## src/rtl/wb_write_arbiter_pkg.sv

```systemverilog
// ============================================================================
// Module  : wb_write_arbiter_pkg
// Brief   : Shared register-file constants for the write-back arbiter.
// Revision: 1.0
// ============================================================================
`default_nettype none

package wb_write_arbiter_pkg;
    localparam logic        WR_ENABLE      = 1'b1;
    localparam logic        WR_DISABLE     = 1'b0;
    localparam int          REG_BUS        = 32;
    localparam int          REG_ADDR_BUS   = 5;
    localparam int          REG_NUM        = 32;
    localparam logic [31:0] ZERO_WORD      = 32'h0000_0000;
endpackage

`default_nettype wire

```

## src/rtl/wb_result_fifo.sv

```systemverilog
// ============================================================================
// Module  : wb_result_fifo
// Brief   : Parameterised synchronous FIFO for long-latency results.
// Revision: 1.0
// ============================================================================
`default_nettype none

module wb_result_fifo #(
    parameter int WIDTH = 37,
    parameter int DEPTH = 2
) (
    input  logic                     clk,
    input  logic                     rst,
    input  logic                     i_push,
    input  logic [WIDTH-1:0]         i_data,
    input  logic                     i_pop,
    output logic [WIDTH-1:0]         o_data,
    output logic                     o_full,
    output logic                     o_empty,
    output logic [$clog2(DEPTH):0]   o_count
);
    localparam int PTR_W = $clog2(DEPTH);
    localparam int CNT_W = PTR_W + 1;

    logic [WIDTH-1:0] r_mem [DEPTH];
    logic [PTR_W-1:0] r_wptr;
    logic [PTR_W-1:0] r_rptr;
    logic [CNT_W-1:0] r_count;
    logic             w_do_push;
    logic             w_do_pop;

    assign o_full    = (r_count == CNT_W'(DEPTH));
    assign o_empty   = (r_count == '0);
    assign o_count   = r_count;
    assign o_data    = r_mem[r_rptr];
    assign w_do_push = i_push && !o_full;
    assign w_do_pop  = i_pop && !o_empty;

    // Storage needs no reset: the count alone decides which entries are live.
    always_ff @(posedge clk) begin
        if (w_do_push) begin
            r_mem[r_wptr] <= i_data;
        end
    end

    always_ff @(posedge clk or posedge rst) begin
        if (rst) begin
            r_wptr  <= '0;
            r_rptr  <= '0;
            r_count <= '0;
        end else begin
            if (w_do_push) begin
                r_wptr <= r_wptr + PTR_W'(1);
            end
            if (w_do_pop) begin
                r_rptr <= r_rptr + PTR_W'(1);
            end
            case ({w_do_push, w_do_pop})
                2'b10:   r_count <= r_count + CNT_W'(1);
                2'b01:   r_count <= r_count - CNT_W'(1);
                default: r_count <= r_count;
            endcase
        end
    end
endmodule

`default_nettype wire

```

## src/rtl/wb_write_arbiter.sv

```systemverilog
// ============================================================================
// Module  : wb_write_arbiter
// Brief   : Merges pipeline and long-latency results onto the RF write port.
// Revision: 1.0
// ============================================================================
`default_nettype none

module wb_write_arbiter
    import wb_write_arbiter_pkg::*;
#(
    parameter int DATA_W     = REG_BUS,
    parameter int ADDR_W     = REG_ADDR_BUS,
    parameter int NUM_REGS   = REG_NUM,
    parameter int FIFO_DEPTH = 2
) (
    input  logic                clk,
    input  logic                rst,
    input  logic                pipe_we,
    input  logic [ADDR_W-1:0]   pipe_waddr,
    input  logic [DATA_W-1:0]   pipe_wdata,
    input  logic                lu_valid,
    output logic                lu_ready,
    input  logic [ADDR_W-1:0]   lu_waddr,
    input  logic [DATA_W-1:0]   lu_wdata,
    input  logic                issue_valid,
    input  logic [ADDR_W-1:0]   issue_waddr,
    output logic [NUM_REGS-1:0] pending,
    output logic                wb_stall_req,
    output logic                we,
    output logic [ADDR_W-1:0]   waddr,
    output logic [DATA_W-1:0]   wdata
);
    localparam int CNT_W = $clog2(FIFO_DEPTH) + 1;

    logic                       w_full;
    logic                       w_empty;
    logic [CNT_W-1:0]           w_count;
    logic [ADDR_W+DATA_W-1:0]   w_head;
    logic [ADDR_W-1:0]          w_head_addr;
    logic [DATA_W-1:0]          w_head_data;
    logic                       w_pipe_wr;
    logic                       w_push;
    logic                       w_pop;
    logic [NUM_REGS-1:0]        w_set;
    logic [NUM_REGS-1:0]        w_clr;
    logic                       r_we;
    logic [ADDR_W-1:0]          r_waddr;
    logic [DATA_W-1:0]          r_wdata;
    logic [NUM_REGS-1:0]        r_pending;

    assign w_head_addr  = w_head[ADDR_W+DATA_W-1:DATA_W];
    assign w_head_data  = w_head[DATA_W-1:0];
    assign lu_ready     = (w_count != CNT_W'(FIFO_DEPTH));
    assign wb_stall_req = w_full;
    assign w_push       = lu_valid && lu_ready;
    assign w_pipe_wr    = pipe_we && (pipe_waddr != '0);
    // The pipeline has no backpressure, so the FIFO only drains in its gaps.
    assign w_pop        = !w_pipe_wr && !w_empty;

    wb_result_fifo #(
        .WIDTH (ADDR_W + DATA_W),
        .DEPTH (FIFO_DEPTH)
    ) u_fifo (
        .clk     (clk),
        .rst     (rst),
        .i_push  (w_push),
        .i_data  ({lu_waddr, lu_wdata}),
        .i_pop   (w_pop),
        .o_data  (w_head),
        .o_full  (w_full),
        .o_empty (w_empty),
        .o_count (w_count)
    );

    always_comb begin
        w_set = '0;
        w_clr = '0;
        for (int i = 1; i < NUM_REGS; i++) begin
            w_set[i] = issue_valid && (issue_waddr == ADDR_W'(i));
            w_clr[i] = w_pop && (w_head_addr == ADDR_W'(i));
        end
    end

    always_ff @(posedge clk or posedge rst) begin
        if (rst) begin
            r_pending <= '0;
        end else begin
            r_pending <= (r_pending & ~w_clr) | w_set;
        end
    end

    always_ff @(posedge clk or posedge rst) begin
        if (rst) begin
            r_we    <= WR_DISABLE;
            r_waddr <= '0;
            r_wdata <= '0;
        end else if (w_pipe_wr) begin
            r_we    <= WR_ENABLE;
            r_waddr <= pipe_waddr;
            r_wdata <= pipe_wdata;
        end else if (w_pop && (w_head_addr != '0)) begin
            r_we    <= WR_ENABLE;
            r_waddr <= w_head_addr;
            r_wdata <= w_head_data;
        end else begin
            // Idle slot, or a popped r0 entry that must not reach the file.
            r_we    <= WR_DISABLE;
            r_waddr <= '0;
            r_wdata <= '0;
        end
    end

    assign we      = r_we;
    assign waddr   = r_waddr;
    assign wdata   = r_wdata;
    assign pending = r_pending;
endmodule

`default_nettype wire

```

## config.mk

```make
export PLATFORM = sky130hd
export DESIGN_NAME = wb_write_arbiter
export DESIGN_NICKNAME = d
export VERILOG_FILES = /design/src/rtl/wb_write_arbiter_pkg.sv /design/src/rtl/wb_result_fifo.sv /design/src/rtl/wb_write_arbiter.sv
export SDC_FILE = /design/constraint.sdc
export NUM_CORES = 1
export LEC_CHECK = 0
export CORE_MARGIN = 2
export CORE_UTILIZATION = 45
export CTS_CLUSTER_SIZE = 20
export DETAILED_ROUTE_END_ITERATION = 16
export HOLD_SLACK_MARGIN = 0.02
export PLACE_DENSITY = 0.81
export SLEW_MARGIN = 20
export SYNTH_ARGS = -nofsm -noshare
export SYNTH_HDL_FRONTEND = slang
export SYNTH_SLANG_ARGS = --single-unit
```

## constraint.sdc

```tcl
create_clock -name clk -period 3.9 [get_ports clk]
set_input_delay 0.78 -clock clk [delete_from_list [all_inputs] [get_ports clk]]
set_output_delay 0.78 -clock clk [all_outputs]
set_load 0.02 [all_outputs]
```

# Word level (Yosys, flattened, before mapping)
# Memory sizes are Yosys's and may differ from the RTL's.
# Cells that the tools add are included.
op_classes:
  n_addsub: 4
  n_eq_ne: 66
  muxes: 9
  bitwise: 3
  reduce_logical: 75
ops:
  columns: ["cell", "n"]
  rows:
  - ["== test 5 bit (second input constant)", 32]
  - ["== test 5 x 4 -> 1 bit (second input constant)", 16]
  - ["logical AND 1 bit", 68]
  - ["two-way mux 32 bit", 2]
  - ["== test 5 x 3 -> 1 bit (second input constant)", 8]
  - ["bitwise AND 32 bit", 1]
  - ["NOT 32 bit", 1]
  - ["OR 32 bit", 1]
  - ["== test 5 x 2 -> 1 bit (second input constant)", 4]
  - ["== test 5 x 1 -> 1 bit (second input constant)", 2]
  - ["two-way mux 5 bit", 2]
  - ["nonzero test 5 bit", 2]
  - ["== test 2 bit (second input constant)", 2]
  - ["two-way mux 1 bit", 4]
  - ["case mux 2 bit (2 select lines)", 1]
  - ["zero test 1 bit", 3]
  - ["adder 1 bit (second input constant)", 2]
  - ["adder 2 x 1 -> 2 bit (second input constant)", 1]
  - ["== test 2 x 1 -> 1 bit (second input constant)", 1]
  - ["zero test 2 bit", 1]
  - ["inequality test 2 bit (second input constant)", 1]
  - ["nonzero test 2 bit", 1]
  - ["subtractor 2 x 1 -> 2 bit (second input constant)", 1]
totals:
  regBits: 74
  ramBits: 74
  word_cells: 165
  n_memories: 1
mem_list:
  columns: ["memory", "depth", "word_bits", "rd", "rd_ports_with_merged_regs", "write_ports", "line_no", "rtl"]
  rows:
  - ["u_fifo.r_mem", 2, 37, 1, 0, 1, "wb_result_fifo.sv:25", "logic [WIDTH-1:0] r_mem [DEPTH];"]

# Longest topological paths before layout
depth:
  depth_word: 8
  depth_mapped: 9

# Hierarchy
# A second synthesis with hierarchy kept.
hier_totals:
  cells_unflattened: 437
  hier_area_um2: 6553.8
by_module_without_submodules:
  columns: ["mod", "n_inst", "cells_each", "area_per_inst_um2", "seq_area_each_um2"]
  rows:
  - ["wb_write_arbiter", 1, 303, 3601.0, 1726.7]
  - ["wb_result_fifo", 1, 134, 2952.8, 2322.2]

# Worst setup path before layout
# No wires, ideal clock.
synth_timing:
  kind: "reg-to-reg"
  start: "register u_fifo.r_count[0] (netlist: u_fifo.o_count[0])"
  end: "memory u_fifo.r_mem[0][0], enable pin"
  arrival_time_ns: 2.566
  required_ns: 3.469
  slack_ns: 0.903
  stages_incl_launch_ff: 5
  path_buffers: 1
  synth_period_minus_slack_ns: 2.997
  cell_sequence: "dfrtp_1 clkbuf_1 nand2b_1 nand2_1 nor2_1"
synth_via:
  elab_chain_len: 5
synth_rtl:
  columns: ["element", "line_no", "rtl"]
  rows:
  - ["from (decl)", "wb_result_fifo.sv:28", "logic [CNT_W-1:0] r_count;"]
  - ["from (signal assigned)", "wb_result_fifo.sv:59", "2'b10: r_count <= r_count + CNT_W'(1);"]
  - ["from (signal assigned)", "wb_result_fifo.sv:60", "2'b01: r_count <= r_count - CNT_W'(1);"]
  - ["from (signal assigned)", "wb_result_fifo.sv:61", "default: r_count <= r_count;"]
  - ["inequality test 2 bit", "wb_write_arbiter.sv:53", "assign lu_ready = (w_count != CNT_W'(FIFO_DEPTH));"]
  - ["named net lu_ready", "wb_write_arbiter.sv:22", "output logic lu_ready,"]
  - ["logical AND 1 bit", "wb_write_arbiter.sv:55", "assign w_push = lu_valid && lu_ready;"]
  - ["logical AND 1 bit", "wb_result_fifo.sv:36", "assign w_do_push = i_push && !o_full;"]
  - ["two-way mux 1 bit", "wb_result_fifo.sv:41", "if (w_do_push) begin"]
  - ["two-way mux 1 bit (not written as such)", "wb_result_fifo.sv:42", "r_mem[r_wptr] <= i_data;"]
  - ["to (decl)", "wb_result_fifo.sv:25", null]
# The timed path passes the listed nets, and every way through them passes these cells.

# Worst setup path after layout
layout_timing:
  start: "input port pipe_waddr[3]"
  end: "register r_waddr[1] (netlist: waddr[1])"
layout_via:
  elab_chain_len: 7
layout_rtl:
  columns: ["element", "line_no", "rtl"]
  rows:
  - ["from (decl)", "wb_write_arbiter.sv:19", "input logic [ADDR_W-1:0] pipe_waddr,"]
  - ["nonzero test 5 bit *", "wb_write_arbiter.sv:56", "assign w_pipe_wr = pipe_we && (pipe_waddr != '0);"]
  - ["logical AND 1 bit *", "wb_write_arbiter.sv:56", null]
  - ["zero test 1 bit", "wb_write_arbiter.sv:58", "assign w_pop = !w_pipe_wr && !w_empty;"]
  - ["logical AND 1 bit", "wb_write_arbiter.sv:58", null]
  - ["logical AND 1 bit", "wb_write_arbiter.sv:101", "end else if (w_pop && (w_head_addr != '0)) begin"]
  - ["two-way mux 5 bit", "wb_write_arbiter.sv:101", null]
  - ["two-way mux 5 bit *", "wb_write_arbiter.sv:97", "end else if (w_pipe_wr) begin"]
  - ["to (signal assigned)", "wb_write_arbiter.sv:99", "r_waddr <= pipe_waddr;"]
  - ["to (signal assigned)", "wb_write_arbiter.sv:103", "r_waddr <= w_head_addr;"]
  - ["to (decl)", "wb_write_arbiter.sv:47", "logic [ADDR_W-1:0] r_waddr;"]
# Every way passes the cells marked *; elsewhere a longest branch is shown, timed or not.
# A chain may end at the register's enable or synchronous reset.

==> results.tsv <==
stage	metric	value	unit
yosys	Synth Cell Area	5820	sq um
pwr	clock power share	28.4	%
outcome	status	complete, no violations	
pwr	Pint	3730	uW
cells_and_area	# nets final	689	
yosys	synth top area cells	edfxtp_1 38%, dfrtp_1 31%, mux2i_1 5.8%	
global_route	initial antenna violation count	0	
yosys	Synth top area share	38.2	%
pwr	Logic pwr share	30.2	%
worst_setup_path	Worst Setup End Kind	register	
yosys	Syn Inst Count	448	
timing	RSZ-0062 raised after global routing	no	
pwr	pwr/cell area	692	nW/um^2
global_route	grt ovf	0	
place	IO Port Bufs	154	
yosys	Avg Inst Size Synth	13.0	sq um
floorplanning	die area	13900	sq um
cts	post-CTS setup buffer count	0	
floorplanning	site row count	41	
yosys	Synth area leader	edfxtp_1	
cts	CTS buffer count	17	
yosys	Simple-Gate Fraction of Synth Area	8.62	%
cts	clock slew at reported path FFs	0.06	ns
yosys	main combinational cell family by area after synthesis	compound AO/OA/AOI/OAI gates	
cts	post-cts resize count	0	
pwr	Switch Pwr	1890	uW
worst_hold_path	hold path start	u_fifo.r_mem[0][6]	
floorplanning	I/O pins	156	
routing	Vias	4202	
cts	CTS H-tree depth	4	
timing	Worst Skew	0.00921	ns
yosys	area share of xor/xnor cells in the synthesized design	0.752	%
yosys	YS warnings	0	
routing	drc violations	0	
cts	Worst-Skew Late Latency	0.41	ns
timing	Hold Vio Cnt, Final	0	
yosys	post-synthesis sequential area ratio	69.5	%
cts	CTS tree	yes	
timing	Total Neg Setup Slack	0	ns
yosys	most common cell in the synthesized netlist	edfxtp_1	
timing	Max Fclk	358	MHz
yosys	library cells used by synthesis	38	
yosys	syn nets	533	
yosys	Post-synth ARST share	49.7	%
yosys	mux share of post-synthesis cell area	6.08	%
job	Max-Cap Viols	0	
floorplanning	initial core utilization	46.1	%
pwr	part of the power in registers	41.4	%
yosys	Commonest cells post-synth	74 x edfxtp_1, 73 x dfrtp_1, 65 x nand2_1	
timing	count of final setup violators	0	
yosys	Yosys reg bits	147	
worst_setup_path	reg2reg setup slack	1.19	ns
cells_and_area	area grow syn2layout	39.3	%
global_route	all-layer global routing usage	20.5	%
routing	DRT iter0 DRCs	338	
place	estimated wirelength of the detail-placed design	9540	um
routing	WL final	14000	um
worst_setup_path	Crit. Startpoint	pipe_waddr[3]	
worst_hold_path	min-delay worst type	register to register	
routing	first-pass detailed-route iteration total	5	
timing	Slew HR	35.2	%
cells_and_area	layout cells sized above 1	7.29	%
cts	cts hold-fix bufs	0	
cts	CTS Sinks	147	
worst_setup_path	classification of the worst setup path	input port to register	
cts	clk buf depth	2	
cells_and_area	fin util	64.3	%
global_route	vias in the first global route	4365	
worst_setup_path	Arr. time, crit path	3.11	ns
yosys	Compound-Gate Fraction of Synth Area	11.2	%
yosys	Synth Flop Type	edfxtp_1	
pwr	Sw Share	33.7	%
pwr	maximum VDD drop	365	uV
cells_and_area	antenna cells	0	
cts	clk root buf	clkbuf_16	
yosys	Post-synth EDFFs	74	
timing	Tcrit/Tclk final	71.6	%
worst_setup_path	CP Max Fanout	37	
yosys	post-synthesis adder-cell area fraction	0.215	%
place	Placer Congestion	0.868	
worst_setup_path	worst reg2reg startpoint	u_fifo.r_rptr	
worst_setup_path	crit start category	input port	
floorplanning	core area	12600	sq um
worst_setup_path	Crit path required time	4.22	ns
pwr	P_leak	0.00326	uW
timing	minimum clock period	2.79	ns
routing	Routed Antenna Nets	0	
timing	Max Slew Vio Count	0	
global_route	largest net degree at the start of global routing	55	
global_route	first-pass GRT wire length	22200	um
routing	wire per inst	17.7	um
timing	Worst Tran Pin Value	0.973	ns
floorplanning	Die Y-Extent	118	um
floorplanning	Die W	118	um
routing	Via density	5.33	
-- worst paths after layout --
kind | depth (start not counted) | end
min in group asynchronous | 2 | wdata[4]
worst max-delay path | 5 | waddr[1]
max in group asynchronous | 3 | pending[16]
worst max register to register | 4 | waddr[1]
worst min register to register | 2 | wdata[6]
worst min-delay path | 2 | wdata[6]
-- logic make-up (layout without fill, tap and decap cells) --
kind of cell / after synthesis / after routing
multiplexers: 35 / 35
flip-flops: 147 / 147
AO/OA/AOI/OAI: 102 / 102
AND/OR/NAND/NOR: 111 / 111
buffers and inverters: 46 / 215
XOR/XNOR: 5 / 5
adder cells (fa/ha/maj): 1 / 1
other: 1 / 1
-- critical path, cell delays in order --
cell,delay (ns)
clkdlybuf4s50_1,0.41
or3_1,0.40
o31ai_1,0.60
o221ai_4,0.58
o21ai_0,0.34
-- state kept, by name, indices dropped and copies added, names as in the netlist --
name,flops
pending,31
u_fifo.o_count,2
u_fifo.r_mem,74
u_fifo.r_rptr,1
u_fifo.r_wptr,1
waddr,5
wdata,32
we,1
-- final cells by class --
type	instances	area, sq um
Fill cell	971	4510
Sequential cell	147	4050
Multi-Input combinational cell	255	1590
Timing Repair Buffer	158	1570
Clock buffer	17	425
Tap cell	172	215
Clock inverter	15	160
Inverter	25	96.3
-- layout by cell type, fill, tap and decap left out, drive strengths merged, types with 2 or more instances in the layout --
| cell | count |
|---|---|
| nand2b | 6 |
| edfxtp | 74 |
| clkdlybuf4s50 | 154 |
| a21oi | 8 |
| buf | 4 |
| xnor2 | 3 |
| mux2i | 35 |
| nor2 | 15 |
| clkinv | 2 |
| nand2 | 65 |
| o41ai | 12 |
| clkinvlp | 2 |
| nor2b | 5 |
| inv | 35 |
| nor3 | 8 |
| nor4 | 8 |
| a32oi | 6 |
| o221ai | 4 |
| dfrtp | 73 |
| a22oi | 9 |
| o21ai | 53 |
| clkbuf | 17 |
| o31ai | 5 |
| xor2 | 2 |
-- power by group through the flow --
stage	registers, uW	logic [uW]	clock network (uW)
3_5_place_dp	2350	1700	0
2_1_floorplan	2460	801	0
6_report	2320	1690	1600
4_1_cts	2320	1710	1620
3_3_place_gp	2340	1660	0
5_1_grt	2370	1820	1690
-- layer usage --
metal	share of wire (%)	track usage, %
met1	42	25.3
met2	49	34.3
met3	7.4	5.67
met4	1.7	7.98
met5	0	0
-- stage by stage --
stage          worst slack, ns  total power [uW]  instance area (sq um)  hold WS (ns)  instances
5_1_grt                  0.933              5880                   8110         0.549        789
4_1_cts                   1.10              5650                   8110         0.528        789
3_3_place_gp             0.755              3990                   7520         0.502        757
3_5_place_dp             0.658              4050                   7520         0.513        757
2_1_floorplan            0.903              3260                   5820         0.461        448
6_report                  1.11              5620                   8110         0.525        789
No activity file was read; power rests on OpenSTA's default activity.
==> patch, RTL diff (config.mk and constraints unchanged) <==
Make the reset (`rst`) synchronous in 3 clocked blocks.
--- a/src/rtl/wb_result_fifo.sv
+++ b/src/rtl/wb_result_fifo.sv
@@ -43,7 +43,7 @@
         end
     end
 
-    always_ff @(posedge clk or posedge rst) begin
+    always_ff @(posedge clk) begin
         if (rst) begin
             r_wptr  <= '0;
             r_rptr  <= '0;
--- a/src/rtl/wb_write_arbiter.sv
+++ b/src/rtl/wb_write_arbiter.sv
@@ -81,7 +81,7 @@
         end
     end
 
-    always_ff @(posedge clk or posedge rst) begin
+    always_ff @(posedge clk) begin
         if (rst) begin
             r_pending <= '0;
         end else begin
@@ -89,7 +89,7 @@
         end
     end
 
-    always_ff @(posedge clk or posedge rst) begin
+    always_ff @(posedge clk) begin
         if (rst) begin
             r_we    <= WR_DISABLE;
             r_waddr <= '0;
Behaviour: differs if rst is asserted again (counterexample within 4 cycles, from zero or initial values and one cycle with rst high); with rst held inactive, the same outputs for 10 cycles.
==> patch against the original RTL <==
- clock skew decreased by 0.00056 ns
- power decreased by 16%
- synthesized area decreased by 5.0%
- final area decreased by 3.2%
- worst setup slack improved by 0.081 ns
- global-route usage increased by 0.50 points
- core utilization increased by 1.1 points
- worst hold slack got worse by 0.059 ns
- count of clock-buffer cells in the layout increased by 5
- sequential cell count increased by 1
- fmax increased by 3.0%
- synthesized cell count decreased by 6.3%
- wire length decreased by 2.9%
- critical endpoint is now wdata[0]
- largest power group unchanged
==> patch: results <==
group,metric,value,unit
power_and_ir_drop,internal_power,0.003405,W
yosys,ys_seq_area_share,66.97,%
critical_path,slowest_delay,0.43,ns
run_status,status,"complete, no violations",
drt,vias,4096,
global_route,grt_max_degree,45,
yosys,ys_top_cells_by_count,"dfxtp_1, edfxtp_1, a21oi_1, nand2_1, mux2i_1",
global_route,met3_usage,5.377,%
power_and_ir_drop,ir_drop,0.0003055,V
yosys,synth_nets,505,
layout,drive_above_1_share,8.718,%
critical_path,setup.worst_path.end,"wdata[0]",
power_and_ir_drop,seq_cell_power,0.00198,W
timing,clock_skew,0.008652,ns
placement,place.gp.congestion,0.8821,
layout,multi_input_area,1679,um^2
layout,nets,657,
critical_path,timing.rr.end,"pending[31]",
yosys,postSynth.asyncResetShare,0,%
global_route,grt_pass1_vias,4162,
min_path,min_to,"pending[21]",
drt,dr.first_iter.drc_count,286,
critical_path,rrSetupSlack,1.34,ns
critical_path,critical_path.max_fanout,14,
drt,wl,13.55,mm
placement,post-dp-hpwl,9.247,mm
critical_path,crit_arrival,3.04,ns
placement,placed_cell_area,7166,um^2
global_route,grt_pass1_wl,21.09,mm
power_and_ir_drop,p_comb,0.000992,W
layout,nFillCells,861,
global_route,use_met2,35.33,%
==> patch: cell types whose count changed after synthesis, sizes merged, moves of 9 or more <==
cell	unedited run	this run
a21oi	8	38
a22oi	9	0
dfrtp	73	0
dfxtp	0	74
inv	25	3
nand2	65	37
o21ai	53	2
o2bb2ai	0	32
o41ai	12	31
==> patch: metrics by stage <==
stage,setup WS [ns],power [W]
5_1_grt,1.095,0.004938
6_report,1.187,0.004744
4_1_cts,0.8795,0.004760
3_5_place_dp,0.5050,0.002993
2_1_floorplan,1.027,0.002586
3_3_place_gp,0.6863,0.002953
==> patch: cell type report <==
cell class / count / area share, %
timing repair buffer: 161 / 20.40
tap: 147 / 2.343
multi-input combinational: 241 / 21.39
clock buffer: 22 / 6.871
inverter: 3 / 0.1435
clock inverter: 10 / 1.642
sequential: 148 / 47.20
==> patch: cells by family after synthesis <==
logic type	synth area share [%]
flops	66.97
compound gates	15.38
simple gates	7.308
mux	6.584
buf+inv	2.986
xor+xnor	0.4752
fa+ha+maj	0.2262
other cells	0.06781
